<file path="config.mk">
export PLATFORM = sky130hd
export DESIGN_NAME = prefetch_unit
export DESIGN_NICKNAME = d
export VERILOG_FILES = /design/src/rtl/hart_pkg.sv /design/src/rtl/sync_fifo.sv /design/src/rtl/prefetch_unit.sv
export SDC_FILE = /design/constraint.sdc
export NUM_CORES = 1
export LEC_CHECK = 0
export ABC_AREA = 1
export ABC_CLOCK_PERIOD_IN_PS = 9500
export BUFFER_PORTS_ARGS = -buffer_cell sky130_fd_sc_hd__buf_4
export CAP_MARGIN = 20
export CORE_MARGIN = 5
export CORE_UTILIZATION = 25
export DETAILED_ROUTE_END_ITERATION = 10
export SETUP_SLACK_MARGIN = 0.02
export SLEW_MARGIN = 40
export SYNTH_ARGS = -nofsm -noshare
export SYNTH_HDL_FRONTEND = slang
export SYNTH_SLANG_ARGS = --single-unit
</file>
<file path="constraint.sdc">
create_clock -name clk -period 9.5 [get_ports clk]
set_input_delay 0.475 -clock clk [delete_from_list [all_inputs] [get_ports clk]]
set_output_delay 0.475 -clock clk [all_outputs]
set_load 0.05 [all_outputs]
</file>
<file path="src/rtl/hart_pkg.sv">
// ---------------------------------------------------------------------------
// hart_pkg
//   Shared types for the hart front end.
//   XLEN / ILEN      : address and instruction widths.
//   fetch_state_e    : prefetch control state {RUN, TRAP_DRAIN, HALT}.
//   queue_entry_t    : one instruction-queue entry {inst, pc, trap}.
// ---------------------------------------------------------------------------
package hart_pkg;

  localparam int XLEN = 32;
  localparam int ILEN = 32;

  typedef enum logic [1:0] {
    RUN        = 2'd0,
    TRAP_DRAIN = 2'd1,
    HALT       = 2'd2
  } fetch_state_e;

  typedef struct packed {
    logic [ILEN-1:0] inst;
    logic [XLEN-1:0] pc;
    logic            trap;
  } queue_entry_t;

endpackage

</file>
<file path="src/rtl/sync_fifo.sv">
// ---------------------------------------------------------------------------
// sync_fifo
//   Single-clock FIFO with registered storage; the head entry is read
//   straight out of the storage array, so there is no output latency.
//   Ports:
//     clk, rst_n   : clock, asynchronous active-low reset
//     flush        : empties the FIFO at the next edge (wins over push/pop)
//     push, push_data : write request; accepted when not full, or when a
//                       pop happens in the same cycle
//     pop          : removes the head entry when not empty
//     head_data    : current head entry
//     full, empty, count : occupancy status
// ---------------------------------------------------------------------------
module sync_fifo #(
  parameter int WIDTH = 8,
  parameter int DEPTH = 4
) (
  input  logic                       clk,
  input  logic                       rst_n,
  input  logic                       flush,
  input  logic                       push,
  input  logic [WIDTH-1:0]           push_data,
  input  logic                       pop,
  output logic [WIDTH-1:0]           head_data,
  output logic                       full,
  output logic                       empty,
  output logic [$clog2(DEPTH+1)-1:0] count
);

  localparam int AW = $clog2(DEPTH);
  localparam int CW = $clog2(DEPTH+1);

  logic [WIDTH-1:0] mem [DEPTH];
  logic [AW-1:0]    wr_ptr;
  logic [AW-1:0]    rd_ptr;
  logic             do_push;
  logic             do_pop;

  assign full      = (count == CW'(DEPTH));
  assign empty     = (count == '0);
  assign do_pop    = pop && !empty;
  // A full FIFO still takes a write when the head leaves in the same cycle.
  assign do_push   = push && (!full || do_pop);
  assign head_data = mem[rd_ptr];

  // DEPTH is a power of two, so the pointers wrap naturally.
  always_ff @(posedge clk or negedge rst_n) begin
    if (!rst_n) begin
      wr_ptr <= '0;
      rd_ptr <= '0;
      count  <= '0;
    end else if (flush) begin
      wr_ptr <= '0;
      rd_ptr <= '0;
      count  <= '0;
    end else begin
      if (do_push) wr_ptr <= wr_ptr + AW'(1);
      if (do_pop)  rd_ptr <= rd_ptr + AW'(1);
      case ({do_push, do_pop})
        2'b10:   count <= count + CW'(1);
        2'b01:   count <= count - CW'(1);
        default: count <= count;
      endcase
    end
  end

  always_ff @(posedge clk) begin
    if (do_push && !flush) mem[wr_ptr] <= push_data;
  end

endmodule

</file>
<file path="src/rtl/prefetch_unit.sv">
// ---------------------------------------------------------------------------
// prefetch_unit
//   Sequential instruction prefetcher with a credit-limited imem request
//   port and an instruction queue toward decode.
//   Ports:
//     clk, rst_n                          : clock, async active-low reset
//     o_imem_req_valid / i_imem_req_ready : request handshake
//     o_imem_req_addr                     : word-aligned fetch address
//     i_imem_rsp_valid / i_imem_rsp_data  : in-order responses, no backpressure
//     o_inst_valid / i_inst_ready         : queue head handshake toward decode
//     o_inst, o_inst_pc, o_inst_trap      : queue head contents
//     i_redirect, i_redirect_pc           : flush and restart fetch
//     o_count                             : queue occupancy
//     o_dbg_state                         : current fetch state (debug)
//
//   Handshakes: a transfer happens on a rising edge where valid and ready
//   are both high; valid never depends on ready in the same direction.
//   Responses cannot be stalled, which is why a request is only issued
//   when the queue has a guaranteed free slot for it.
// ---------------------------------------------------------------------------
module prefetch_unit
  import hart_pkg::*;
#(
  parameter logic [XLEN-1:0] RESET_ADDR      = 32'h0000_0000,
  parameter int              DEPTH           = 4,
  parameter int              MAX_OUTSTANDING = 2
) (
  input  logic                       clk,
  input  logic                       rst_n,
  output logic                       o_imem_req_valid,
  input  logic                       i_imem_req_ready,
  output logic [XLEN-1:0]            o_imem_req_addr,
  input  logic                       i_imem_rsp_valid,
  input  logic [ILEN-1:0]            i_imem_rsp_data,
  output logic                       o_inst_valid,
  input  logic                       i_inst_ready,
  output logic [ILEN-1:0]            o_inst,
  output logic [XLEN-1:0]            o_inst_pc,
  output logic                       o_inst_trap,
  input  logic                       i_redirect,
  input  logic [XLEN-1:0]            i_redirect_pc,
  output logic [$clog2(DEPTH+1)-1:0] o_count,
  output fetch_state_e               o_dbg_state
);

  localparam int OW = $clog2(MAX_OUTSTANDING+1);

  fetch_state_e  state;
  fetch_state_e  state_next;
  logic [XLEN-1:0] fetch_pc;
  logic [XLEN-1:0] rsp_pc;       // PC belonging to the next kept response
  logic [OW-1:0]   outstanding;
  logic [OW-1:0]   discard;      // stale responses still to be dropped

  logic            credit_ok;
  logic            room_ok;
  logic            req_fire;
  logic            rsp_keep;
  logic            trap_push;
  logic            fifo_push;
  logic            fifo_pop;
  logic            fifo_full;
  logic            fifo_empty;
  queue_entry_t    push_entry;
  queue_entry_t    head_entry;

  assign credit_ok = (32'(outstanding) < 32'(MAX_OUTSTANDING));
  // Every in-flight request already owns a queue slot.
  assign room_ok   = ((32'(o_count) + 32'(outstanding)) < 32'(DEPTH));

  // Gated with rst_n so valid is low during reset yet a request to
  // RESET_ADDR is visible in the very first cycle after release.
  assign o_imem_req_valid = rst_n && (state == RUN) && !i_redirect &&
                            credit_ok && room_ok;
  assign o_imem_req_addr  = {fetch_pc[XLEN-1:2], 2'b00};
  assign req_fire         = o_imem_req_valid && i_imem_req_ready;

  assign rsp_keep  = i_imem_rsp_valid && !i_redirect && (discard == '0);
  // discard == 0 in TRAP_DRAIN also means nothing is outstanding, so a trap
  // marker and a kept response never compete for the write port.
  assign trap_push = (state == TRAP_DRAIN) && !i_redirect && (discard == '0);
  assign fifo_push = rsp_keep || trap_push;

  always_comb begin
    push_entry = '0;
    if (trap_push) begin
      push_entry.inst = '0;
      push_entry.pc   = fetch_pc;
      push_entry.trap = 1'b1;
    end else begin
      push_entry.inst = i_imem_rsp_data;
      push_entry.pc   = rsp_pc;
      push_entry.trap = 1'b0;
    end
  end

  assign o_inst_valid = !fifo_empty && !i_redirect;
  assign fifo_pop     = o_inst_valid && i_inst_ready;
  assign o_inst       = head_entry.inst;
  assign o_inst_pc    = head_entry.pc;
  assign o_inst_trap  = head_entry.trap;
  assign o_dbg_state  = state;

  sync_fifo #(
    .WIDTH ($bits(queue_entry_t)),
    .DEPTH (DEPTH)
  ) u_queue (
    .clk       (clk),
    .rst_n     (rst_n),
    .flush     (i_redirect),
    .push      (fifo_push),
    .push_data (push_entry),
    .pop       (fifo_pop),
    .head_data (head_entry),
    .full      (fifo_full),
    .empty     (fifo_empty),
    .count     (o_count)
  );

  // ---------------------------------------------------------------- FSM
  always_ff @(posedge clk or negedge rst_n) begin
    if (!rst_n) state <= RUN;
    else        state <= state_next;
  end

  always_comb begin
    state_next = state;
    if (i_redirect) begin
      state_next = (i_redirect_pc[1:0] == 2'b00) ? RUN : TRAP_DRAIN;
    end else begin
      case (state)
        TRAP_DRAIN: if (discard == '0) state_next = HALT;
        default:    state_next = state;
      endcase
    end
  end

  // ------------------------------------------------- credits and PCs
  always_ff @(posedge clk or negedge rst_n) begin
    if (!rst_n) begin
      fetch_pc    <= RESET_ADDR;
      rsp_pc      <= RESET_ADDR;
      outstanding <= '0;
      discard     <= '0;
    end else begin
      // No request is issued while i_redirect is high, so this also
      // covers the redirect cycle.
      case ({req_fire, i_imem_rsp_valid})
        2'b10:   outstanding <= outstanding + OW'(1);
        2'b01:   outstanding <= outstanding - OW'(1);
        default: outstanding <= outstanding;
      endcase

      if (i_redirect) begin
        discard  <= i_imem_rsp_valid ? (outstanding - OW'(1)) : outstanding;
        fetch_pc <= i_redirect_pc;
        rsp_pc   <= i_redirect_pc;
      end else begin
        if (i_imem_rsp_valid && (discard != '0)) discard <= discard - OW'(1);
        if (req_fire) fetch_pc <= fetch_pc + 32'd4;
        if (rsp_keep) rsp_pc   <= rsp_pc + 32'd4;
      end
    end
  end

  // The credit rule must make a write into a full queue impossible.
  assert property (@(posedge clk) disable iff (!rst_n)
                   !(fifo_push && fifo_full && !fifo_pop));

endmodule

</file>
* Yosys cells after proc, flatten, opt, wreduce, memory -nomap -nowiden
Memory sizes are Yosys's and may differ from the RTL's. Cells that the tools add are included.
Word-level totals: word-level logic and storage cells 83, memories kept 1, input bits 70, register bits 77, bits in writable memories 260, output and inout port bits 104
Memories:
- u_queue.mem | words 4, bits a word 65, read ports 1, clocked after Yosys merged registers in 0, wr ports 1, line sync_fifo.sv:33 | logic [WIDTH-1:0] mem [DEPTH];
Operators by class: order comparisons 2, add/subtract/negate cells 10, muxes and demuxes 21, eq/ne operators 6, reduce and logical (&&, ||, !) cells 35
Operators by type and width (count):
- 32-bit two-way mux | 4
- 65-bit two-way mux | 1
- 32-bit by 3-bit adder with 32-bit output, second input constant | 2
- 2-bit two-way mux | 10
- 2-bit nonzero test | 9
- 1-bit logical AND | 15
- 2-bit by 1-bit adder with 2-bit output, second input constant | 3
- 2-bit by 1-bit == test with 1-bit output, second input constant | 3
- 2-bit logical NOT | 3
- 3-bit case mux with 2 select lines | 1
- 3-bit by 2-bit adder with 4-bit output | 1
- 2-bit == test, second input constant | 2
- 4-bit by 3-bit < comparator with 1-bit output, second input constant | 1
- 2-bit case mux with 2 select lines | 1
- 2-bit by 1-bit subtractor with 2-bit output, second input constant | 2
- 3-bit by 1-bit adder with 3-bit output, second input constant | 1
- 3-bit == test, second input constant | 1
- 1-bit logical NOT | 3
- 3-bit logical NOT | 1
- 1-bit two-way mux | 3
- 3-bit two-way mux | 1
- 3-bit nonzero test | 1
- 3-bit by 1-bit subtractor with 3-bit output, second input constant | 1
- 1-bit logical OR | 2
- other kinds (2) | 2

* Logic depth before layout (Yosys ltp)
Gate-level depths: netlist of run 1.
depth in word-level cells 10, mapped depth 11, mapped depth without buffers 11

* Cells and area by module
A second synthesis of run 1 with hierarchy kept.
Second synthesis, totals: cell total of the unflattened synthesis 1587, area, all modules 16296.9 um2
Modules (own cells, without submodules):
- sync_fifo | instances 1, cells an instance 696, area an instance 10646.5 um2, sequential area each 7982.7 um2
- prefetch_unit | instances 1, cells an instance 891, area an instance 5650.4 um2, sequential area each 1751.7 um2

* Worst setup path after synthesis of run 1
Ideal clock, no wire load.
path kind reg-to-reg, start register u_queue.count[0], end memory u_queue.mem[0][0] (netlist name) (enable), period minus slack after synthesis 4.537 ns, path buffers 0, arrival time 4.048 ns, required time 9.012 ns, library setup time 0.488 ns, cell stages (with the launch flop) 7, slack 4.963 ns, cell sequence dfrtp_1 > inv_1 > nand3_1 > nand3_1 > nand4_1 > nand2_1 > nor2_1
Between the ends: cells in the longest elaborated chain, start to end 10, elaborated cells on any way between the ends 12, classes of those cells eq/ne: 1; mux: 2; reduce/logical: 9
Ends and longest elaborated chain:
- from (decl) | line sync_fifo.sv:27 | output logic [$clog2(DEPTH+1)-1:0] count
- from (signal assigned) | line sync_fifo.sv:60 | 2'b10: count <= count + CW'(1);
- from (signal assigned) | line sync_fifo.sv:61 | 2'b01: count <= count - CW'(1);
- from (signal assigned) | line sync_fifo.sv:62 | default: count <= count;
- 3-bit logical NOT | line sync_fifo.sv:40 | assign empty = (count == '0);
- 1-bit logical NOT | line sync_fifo.sv:41, prefetch_unit.sv:97
- 1-bit logical AND | line prefetch_unit.sv:97 | assign o_inst_valid = !fifo_empty && !i_redirect;
- 1-bit logical AND | line prefetch_unit.sv:98 | assign fifo_pop = o_inst_valid && i_inst_ready;
- 1-bit logical AND | line sync_fifo.sv:41 | assign do_pop = pop && !empty;
- 1-bit logical OR * | line sync_fifo.sv:43 | assign do_push = push && (!full || do_pop);
- 1-bit logical AND * | line sync_fifo.sv:43
- 1-bit logical AND * | line sync_fifo.sv:68 | if (do_push && !flush) mem[wr_ptr] <= push_data;
- 1-bit two-way mux * | line sync_fifo.sv:68
- 1-bit two-way mux (not written as such) * | line sync_fifo.sv:68
- to (decl) | line sync_fifo.sv:33
Mark *: on every way between the ends. The rest lies on a longest branch, timed or not.

* Final worst setup path of run 1
start register u_queue.rd_ptr[1], end output port o_inst_pc[13]
Between the ends: cells in the longest elaborated chain, start to end 1
Ends and longest elaborated chain:
- from (decl) | line sync_fifo.sv:35 | logic [AW-1:0] rd_ptr;
- from (signal assigned) | line sync_fifo.sv:58 | if (do_pop) rd_ptr <= rd_ptr + AW'(1);
- memory 4 x 65 bit
- to (decl) | line prefetch_unit.sv:38 | output logic [XLEN-1:0] o_inst_pc,
No other way between the ends.

==> results of run 1 <==
routing by layer:
layer,part of all wire,global-route usage,vias to the layer above
li1,-,-,5718
met1,0.44,0.178,5651
met2,0.48,0.216,388
met3,0.068,0.0232,50
met4,0.018,0.0231,0
met5,0,0,-
path summary, 6_finish.rpt:
kind | start | to | slack, ps | cells after the start
worst min-delay path | i_redirect_pc[27] | fetch_pc[27] | 160 | 3
worst max-delay path | u_queue.rd_ptr[1] | o_inst_pc[13] | 5820 | 6
max in group asynchronous | rst_n | u_queue.rd_ptr[0] | 8040 | 3
min in group asynchronous | rst_n | fetch_pc[29] | 390 | 2
worst min register to register | rsp_pc[1] | rsp_pc[1] | 480 | 2
worst max register to register | discard[0] | u_queue.mem[3][60] | 6520 | 9
per-stage QoR:
stage                     utilization  cells  hold slack [ps]  instance area [um2]  setup slack, ps
after detailed placement        0.282   2548              463                17700             6120
after global routing            0.299   2606              162                18800             5600
after global placement          0.282   2548              456                17700             5660
after CTS                       0.299   2606              142                18800             5690
final                           0.299   2606              157                18800             5820
after floorplan                     -   1624              179                15800             4960
area by class of cell:
| type | instances | share of cell area |
|---|---|---|
| clock buffer | 37 | 0.0430 |
| inverter | 147 | 0.0298 |
| timing repair buffer | 182 | 0.0741 |
| sequential | 337 | 0.519 |
| clock inverter | 20 | 0.0141 |
| tap | 846 | 0.0564 |
| multi-input combinational | 1037 | 0.264 |
state kept, by name, indices dropped and copies added, names as in the netlist:
name	cells
u_queue.wr_ptr	2
fetch_pc	32
o_dbg_state	2
discard	2
rsp_pc	32
outstanding	2
u_queue.count	3
u_queue.mem	260
u_queue.rd_ptr	2
logic make-up after synthesis:
group                      Yosys count  synth area share
AOI/OAI and AO/OA                  314             0.111
xor gates and xnor gates            18            0.0100
adders and majority gates           10           0.00841
buffers and inverters              250            0.0711
DFF                                337             0.617
muxes                                1          0.000714
other                                1          0.000238
and+or+nand+nor                    692             0.182
cells in the final DEF, fill, tap and decap left out, types with 19 or more instances in the layout:
cell type / count
buf_4: 175
nand2_1: 299
clkbuf_16: 31
inv_1: 138
a21oi_1: 19
edfxtp_1: 260
nor2_1: 256
o21ai_0: 192
nand3_1: 82
dfrtp_1: 75
o211ai_1: 21
o22ai_1: 65
worst register-to-register path, cell delays in order (launching register included):
cell and delay (ps):
dfrtp_1 380, inv_1 70, ha_1 190, nand2_1 70, nor2_1 220, nand2_4 340
nand2_1 240, nand2_1 290, nor2_4 180, buf_6 520
what timing repair did:
item	CTS	global route
endpoints found under the hold margin	31	0
hold buffers	1	0
setup endpoints to repair	0	0
resized for setup	0	0
power by group:
| part | switching, mW | internal [mW] |
|---|---|---|
| registers | 0.144 | 1.85 |
| logic | 1.59 | 0.541 |
| clock network | 0.544 | 0.772 |
| total | 2.28 | 3.17 |
==> flow_summary.json, run 1 <==
{
  "status": "finished, final reports clean",
  "async_reset_ff_frac": 0.228,
  "dp_hpwl_um": 31600,
  "final_net_count": 1816,
  "crit_buf_inv": 4,
  "power_mw": 5.45,
  "cap_violations": 0,
  "grt_pass1_vias": 11256,
  "vias": 11807,
  "drive_gt1_frac": 0.159,
  "hold_viol_final": 0,
  "ys.flop_type": "edfxtp_1",
  "viasPerCell": 4.53,
  "fp.dieH_um": 261,
  "antenna_found_initial": 0,
  "critical_path_required_ps": 9030,
  "htree_num_levels": 1,
  "wl_per_cell_um": 17.6,
  "synth.most_common_cell": "nand2_1",
  "synth.top_cells.by_area": "edfxtp_1, dfrtp_1, nand2_1",
  "syn_inst": 1623,
  "end_kind": "primary output",
  "area_delta_synth_final_pct": 19.1,
  "clk_pin_slew_ps": 70,
  "slew_viol_final": 0,
  "setup_violations": 0,
  "numClockSinks": 337,
  "synth_top_cell_area_share": 0.495,
  "cp.arrival_ps": 3200,
  "synth_edf_count": 260,
  "syn_area_um2": 15800,
  "overflow": 0,
  "multiInputGateArea_um2": 4960,
  "path_class": "flop to primary output",
  "worstPathCellList": "buf_4 > inv_2 > buf_4 > o21ai_0 > o22ai_1 > buf_4",
  "fp.dieW_um": 261,
  "critPathMaxStageDelay_ps": 610,
  "fin_crit_ps": 3680,
  "tns_ps": 0,
  "clockBufferDepth": 3,
  "start_kind": "flop",
  "drcViolationCount": 0,
  "relSlewSlack": 0.476,
  "clk_latency_ps": 590,
  "critPathMaxFanout": 66,
  "post_cts_buffers": 0,
  "die_area_um2": 68200,
  "vdd_drop_max_mv": 0.127,
  "rsz0062_at_grt": "no",
  "ant_nets": 0,
  "root_buffer": "clkbuf_16",
  "numCtsBuffers": 31,
  "portBuffers": 171,
  "min_period_over_period": 0.387,
  "hp-class": "input port to flop",
  "n_antenna_cell": 0,
  "fillers": 6428,
  "worstMarginPinSlew_ps": 778,
  "cp_slowest_cell": "inv_2",
  "fin_skew_ps": 19.4,
  "ys_types": 39,
  "grt.total_usage": 0.129,
  "fmax_mhz": 272,
  "place.gp.congestion": 0.860,
  "grt_start_max_net_pins": 106,
  "synth_area_leader_cell": "edfxtp_1",
  "grt_first_pass_wirelength_um": 68200,
  "cp_top_family": "buffers and inverters",
  "initial_utilization": 0.251,
  "drt_iter0_markers": 1161,
  "wl_um": 46000,
  "seq_area_um2": 9740,
  "yosys_register_bits": 337,
  "power_per_cell_area_nw_per_um2": 290,
  "syn_area_per_cell_um2": 9.72,
  "p_leak_nw": 7.33,
  "tritoncts": "done",
  "rows": 92,
  "critPathMostFrequentCell": "buf_4",
  "coreArea_um2": 62700,
  "pin_count": 174,
  "ys_warn_count": 0,
  "synth_seq_area_share": 0.617,
  "first_pass_iters": 6,
  "synthTopCellsByCount": "nand2_1, edfxtp_1, nor2_1"
}
No activity file was read; power rests on OpenSTA's default activity.
==> inputs of run 2 (changes only) <==
Settings changed: ABC_CLOCK_PERIOD_IN_PS 9500 to 3700.
Clock period 9.5 ns to 3.7 ns, I/O delays scaled along.
==> run 2 against run 1 <==
Flip-flop and latch count stayed put. Register-to-register slack worse by 5500 ps. Wire length is 1.6% higher. Final cell count is 1.6% higher. Total power grew to 2.6 times the previous value. Non-clock buffer count is 34 higher. Sequential share of layout area is 0.94 points lower. Clock-buffer cell count is 8 higher. Design area is 1.9% higher. Critical path depth is 1 lower. Critical path type unchanged.
==> flow_summary.json, run 2 (synthesized netlist as in run 1, its figures left out) <==
{
  "status": "finished, final reports clean",
  "start_kind": "flop",
  "initial_utilization": 0.251,
  "worstReg2RegStart": "discard[0]",
  "htree_num_levels": 2,
  "place_area_um2": 17700,
  "fillers": 6502,
  "drcViolationCount": 0,
  "power_per_cell_area_nw_per_um2": 730,
  "antenna_found_initial": 1,
  "cp_slowest_cell": "dfrtp_4",
  "critPathMaxStageDelay_ps": 730,
  "drive_gt1_frac": 0.157,
  "grt.total_usage": 0.132,
  "hp-class": "input port to flop",
  "largest_register": "u_queue.mem",
  "viasPerCell": 4.56,
  "rsz0062_at_grt": "no",
  "swShare": 0.420,
  "fin_skew_ps": 25.0,
  "wl_per_cell_um": 17.6,
  "layout_commonest_cell": "nand2_1",
  "cap_violations": 0,
  "vias": 12083,
  "fin_crit_ps": 3050,
  "reg2reg_depth": 9,
  "numCtsBuffers": 37,
  "p_leak_nw": 7.45,
  "die_area_um2": 68200,
  "crit_buf_inv": 3,
  "area_delta_synth_final_pct": 21.3,
  "fp.dieW_um": 261,
  "hold_viol_final": 0,
  "slew_viol_final": 0,
  "fmax_mhz": 328,
  "internal_power_mw": 8.10,
  "critPathMaxFanout": 91,
  "rows": 92,
  "coreArea_um2": 62700,
  "wl_um": 46700,
  "end_kind": "primary output",
  "min_period_over_period": 0.824,
  "ant_nets": 0,
  "pin_count": 174,
  "worstPathCellList": "inv_4 > buf_12 > o21ai_0 > o22ai_1 > buf_4",
  "reg2reg_to": "u_queue.mem[1][38]",
  "min_path_cells": 3,
  "worstMarginPinSlew_ps": 823,
  "path_class": "flop to primary output",
  "clk_latency_ps": 550,
  "overflow": 0,
  "drt_iter0_markers": 804,
  "setup_violations": 0,
  "vdd_drop_max_mv": 0.254,
  "final_net_count": 1856,
  "first_pass_iters": 5,
  "root_buffer": "clkbuf_16",
  "sequentialPowerShare": 0.369,
  "clockPowerShare": 0.242,
  "grt_start_max_net_pins": 92,
  "clockBufferDepth": 3,
  "numClockSinks": 337,
  "top_regs": "u_queue.mem (260), fetch_pc (32), rsp_pc (32)",
  "grt_pass1_vias": 11601,
  "relSlewSlack": 0.452,
  "reg2reg_slack_ps": 1020,
  "place.gp.congestion": 0.960,
  "dp_hpwl_um": 31700,
  "whs_endpoint": "fetch_pc[5]",
  "power.switching_mw": 5.87,
  "power_mw": 14.0,
  "fp.dieH_um": 261,
  "portBuffers": 171,
  "largest_reg_flops": 260,
  "critical_path_required_ps": 3510,
  "finalInstanceArea_um2": 19100,
  "cp.arrival_ps": 2860,
  "cp_top_family": "buffers and inverters",
  "p_comb_frac": 0.389,
  "place_worst_setup_slack_ps": 1020,
  "grt_first_pass_wirelength_um": 69900,
  "post_cts_buffers": 0,
  "tritoncts": "done",
  "clk_pin_slew_ps": 60,
  "setup_slack_ps": 651,
  "hp-start": "i_redirect_pc[5]",
  "final_cell_mix": "nand2_1, edfxtp_1, nor2_1"
}
[run 2: power by group through the flow]
| stage | clock (mW) | combinational, mW | sequential, mW |
|---|---|---|---|
| 6_report | 3.38 | 5.43 | 5.15 |
| 5_1_grt | 3.63 | 5.87 | 5.21 |
| 4_1_cts | 3.48 | 5.53 | 5.15 |
| 3_5_place_dp | 0 | 5.49 | 5.23 |
| 3_3_place_gp | 0 | 5.42 | 5.21 |
| 2_1_floorplan | 0 | 3.75 | 5.14 |
[run 2: final cells by class]
| type | count | area (um2) | share of cell area |
|---|---|---|---|
| clock inverters | 18 | 123 | 0.00641 |
| diodes | 1 | 2.50 | 0.000131 |
| well taps | 846 | 1060 | 0.0553 |
| clock buffers | 45 | 956 | 0.0500 |
| repair buffers | 216 | 1740 | 0.0908 |
| inverters | 147 | 559 | 0.0292 |
| multi-input cells | 1037 | 4950 | 0.259 |
| flip-flops and latches | 337 | 9740 | 0.509 |
[run 2: worst max-delay path by stage]
stage,startpoint,end,slack (ps),cells after the start
2_1_floorplan,u_queue.count[0],u_queue.mem[0][0],-840,6
3_3_place_gp,discard[0],u_queue.mem[1][35],830,9
3_5_place_dp,discard[0],u_queue.mem[3][28],1020,9
4_1_cts,u_queue.rd_ptr[0],o_inst_pc[3],570,5
5_1_grt,u_queue.rd_ptr[0],o_inst_pc[3],460,5
6_report,u_queue.rd_ptr[0],o_inst_pc[3],650,5
[run 2: what timing repair did]
item                      in CTS  in global routing
resized for setup              0                  0
hold endpoints to repair      78                  0
hold buffers                  30                  0
[run 2: stage by stage]
stage               hold WS (ps)  setup TNS (ps)  utilization  std cells
floorplan                   -111         -217550            -       1624
global placement             375               0        0.283       2553
detailed placement           378               0        0.283       2553
CTS                         5.23               0        0.305       2646
global route                19.4               0        0.305       2646
finish                      18.9               0        0.305       2647
[run 2: worst reg2reg max path, delay by kind of cell (launching register included)]
kind,cells,cell delay [ps]
DFF,1,390
buffers and inverters,3,710
and+or+nand+nor,5,820
adders and majority gates,1,190
[run 2: layer usage]
layer / global-route usage / wire (um) / vias to the layer above / part of all wire
li1: - / - / 5776 / -
met1: 0.172 / 20100 / 5841 / 0.43
met2: 0.220 / 22200 / 402 / 0.47
met3: 0.0353 / 3360 / 64 / 0.072
met4: 0.0343 / 1100 / 0 / 0.024
met5: 0 / 0 / - / 0
==> inputs of run 3 (changes only) <==
Settings changed: ABC_CLOCK_PERIOD_IN_PS 3700 to 2900.
Clock period 3.7 ns to 2.9 ns, I/O delays scaled along.
==> run 3 against run 2 <==
Clock-buffer cell count decreased by 4. Total power increased by 35%. Die area unchanged. Register-to-register slack got worse by 680 ps. Flip-flop and latch count unchanged. First-iteration DRC count increased by 0.25%. Critical path depth decreased by 1. Global-route usage about the same. Via count increased by 0.71%. Largest power group unchanged.
==> flow_summary.json, run 3 (synthesized netlist as in run 1, its figures left out) <==
{
  "critPathMaxFanout": 65,
  "drt_iter0_markers": 806,
  "first_pass_iters": 5,
  "vias": 12169,
  "clockBufferDepth": 3,
  "cp.arrival_ps": 2450,
  "viasPerCell": 4.53,
  "ctsResizeCount": 0,
  "fmax_mhz": 386,
  "post_cts_buffers": 0,
  "slew_viol_final": 0,
  "status": "finished, final reports clean",
  "min_period_over_period": 0.893,
  "place.gp.congestion": 0.897,
  "drcViolationCount": 0,
  "tritoncts": "done",
  "p_leak_nw": 7.77,
  "area_delta_synth_final_pct": 25.3,
  "grt_start_max_net_pins": 104,
  "fp.dieW_um": 261,
  "antenna_found_initial": 0,
  "timing.hold.ws_ps": 20.1,
  "largest_register": "u_queue.mem",
  "end_kind": "primary output",
  "drive_gt1_frac": 0.169,
  "numClockSinks": 337,
  "cap_violations": 0,
  "start_kind": "flop",
  "power_per_cell_area_nw_per_um2": 951,
  "grt_first_pass_wirelength_um": 70500,
  "layout_commonest_cell": "nand2_1",
  "wl_per_cell_um": 17.5,
  "vdd_drop_max_mv": 0.383,
  "dp_hpwl_um": 33300,
  "path_class": "flop to primary output",
  "grt.total_usage": 0.133,
  "die_area_um2": 68200,
  "setup_violations": 0,
  "pin_count": 174,
  "wl_um": 47100,
  "hold_viol_final": 0,
  "clk_latency_ps": 550,
  "htree_num_levels": 2,
  "ant_nets": 0,
  "portBuffers": 171,
  "worstMarginPinSlew_ps": 748,
  "fin_skew_ps": 27.0,
  "overflow": 0,
  "final_cell_mix": "nand2_1, edfxtp_1, nor2_1",
  "rows": 92,
  "relSlewSlack": 0.501,
  "grt_pass1_vias": 11778,
  "n_antenna_cell": 0,
  "critical_path_required_ps": 2760,
  "largest_reg_flops": 260,
  "root_buffer": "clkbuf_16",
  "rsz0062_at_grt": "no",
  "coreArea_um2": 62700,
  "top_regs": "u_queue.mem (260), fetch_pc (32), rsp_pc (32)",
  "fin_crit_ps": 2590,
  "fp.dieH_um": 261,
  "clk_pin_slew_ps": 60,
  "cts-hold-fix-buffers": 49,
  "numCtsBuffers": 38,
  "final_net_count": 1895,
  "initial_utilization": 0.251,
  "hp-class": "input port to flop",
  "power_mw": 18.8
}
-- run 3: per-layer routing --
metal / track usage / wire length [um]
met1: 0.176 / 20200
met2: 0.223 / 22700
met3: 0.0297 / 3290
met5: 0 / 0
met4: 0.0305 / 1000
-- run 3: path summary, 6_finish.rpt --
path	start	to	slack, ps	cells past startpoint
worst max-delay path	u_queue.rd_ptr[1]	o_inst_pc[12]	310	4
worst min-delay path	i_imem_rsp_data[26]	u_queue.mem[1][59]	20	3
worst max register to register	discard[0]	u_queue.mem[0][31]	340	9
worst min register to register	rsp_pc[0]	rsp_pc[0]	470	2
max in group asynchronous	rst_n	u_queue.rd_ptr[0]	1940	3
min in group asynchronous	rst_n	fetch_pc[29]	70	2
-- run 3: cell type report --
| cell class | instances | area (um2) |
|---|---|---|
| inverter | 147 | 558 |
| sequential | 337 | 9740 |
| timing repair buffer | 254 | 2150 |
| clock inverter | 27 | 354 |
| multi-input combinational | 1037 | 4950 |
| clock buffer | 41 | 962 |
| fill | 6394 | 43000 |
| tap | 846 | 1060 |
-- run 3: worst max-delay path, stage by stage (launching register included) --
cell and delay [ps]:
dfrtp_2 360, buf_4 550, o21ai_0 190, o22ai_1 460, buf_4 300
-- run 3: per-stage QoR --
stage | utilization | worst slack, ps | instance area (um2) | cells | setup TNS (ps)
floorplan | - | -593 | 15800 | 1624 | -154280
global placement | 0.286 | 342 | 18000 | 2572 | 0
detailed placement | 0.286 | 347 | 18000 | 2572 | 0
CTS | 0.315 | 252 | 19800 | 2689 | 0
global route | 0.315 | 135 | 19800 | 2689 | 0
finish | 0.315 | 309 | 19800 | 2689 | 0
-- run 3: report_power, final --
part           leakage [nW]  internal [mW]  switching [mW]
combinational          3.85           1.98            5.29
sequential             3.28           6.06           0.431
clock                 0.637           3.06            1.98
total                  7.77           11.1            7.70
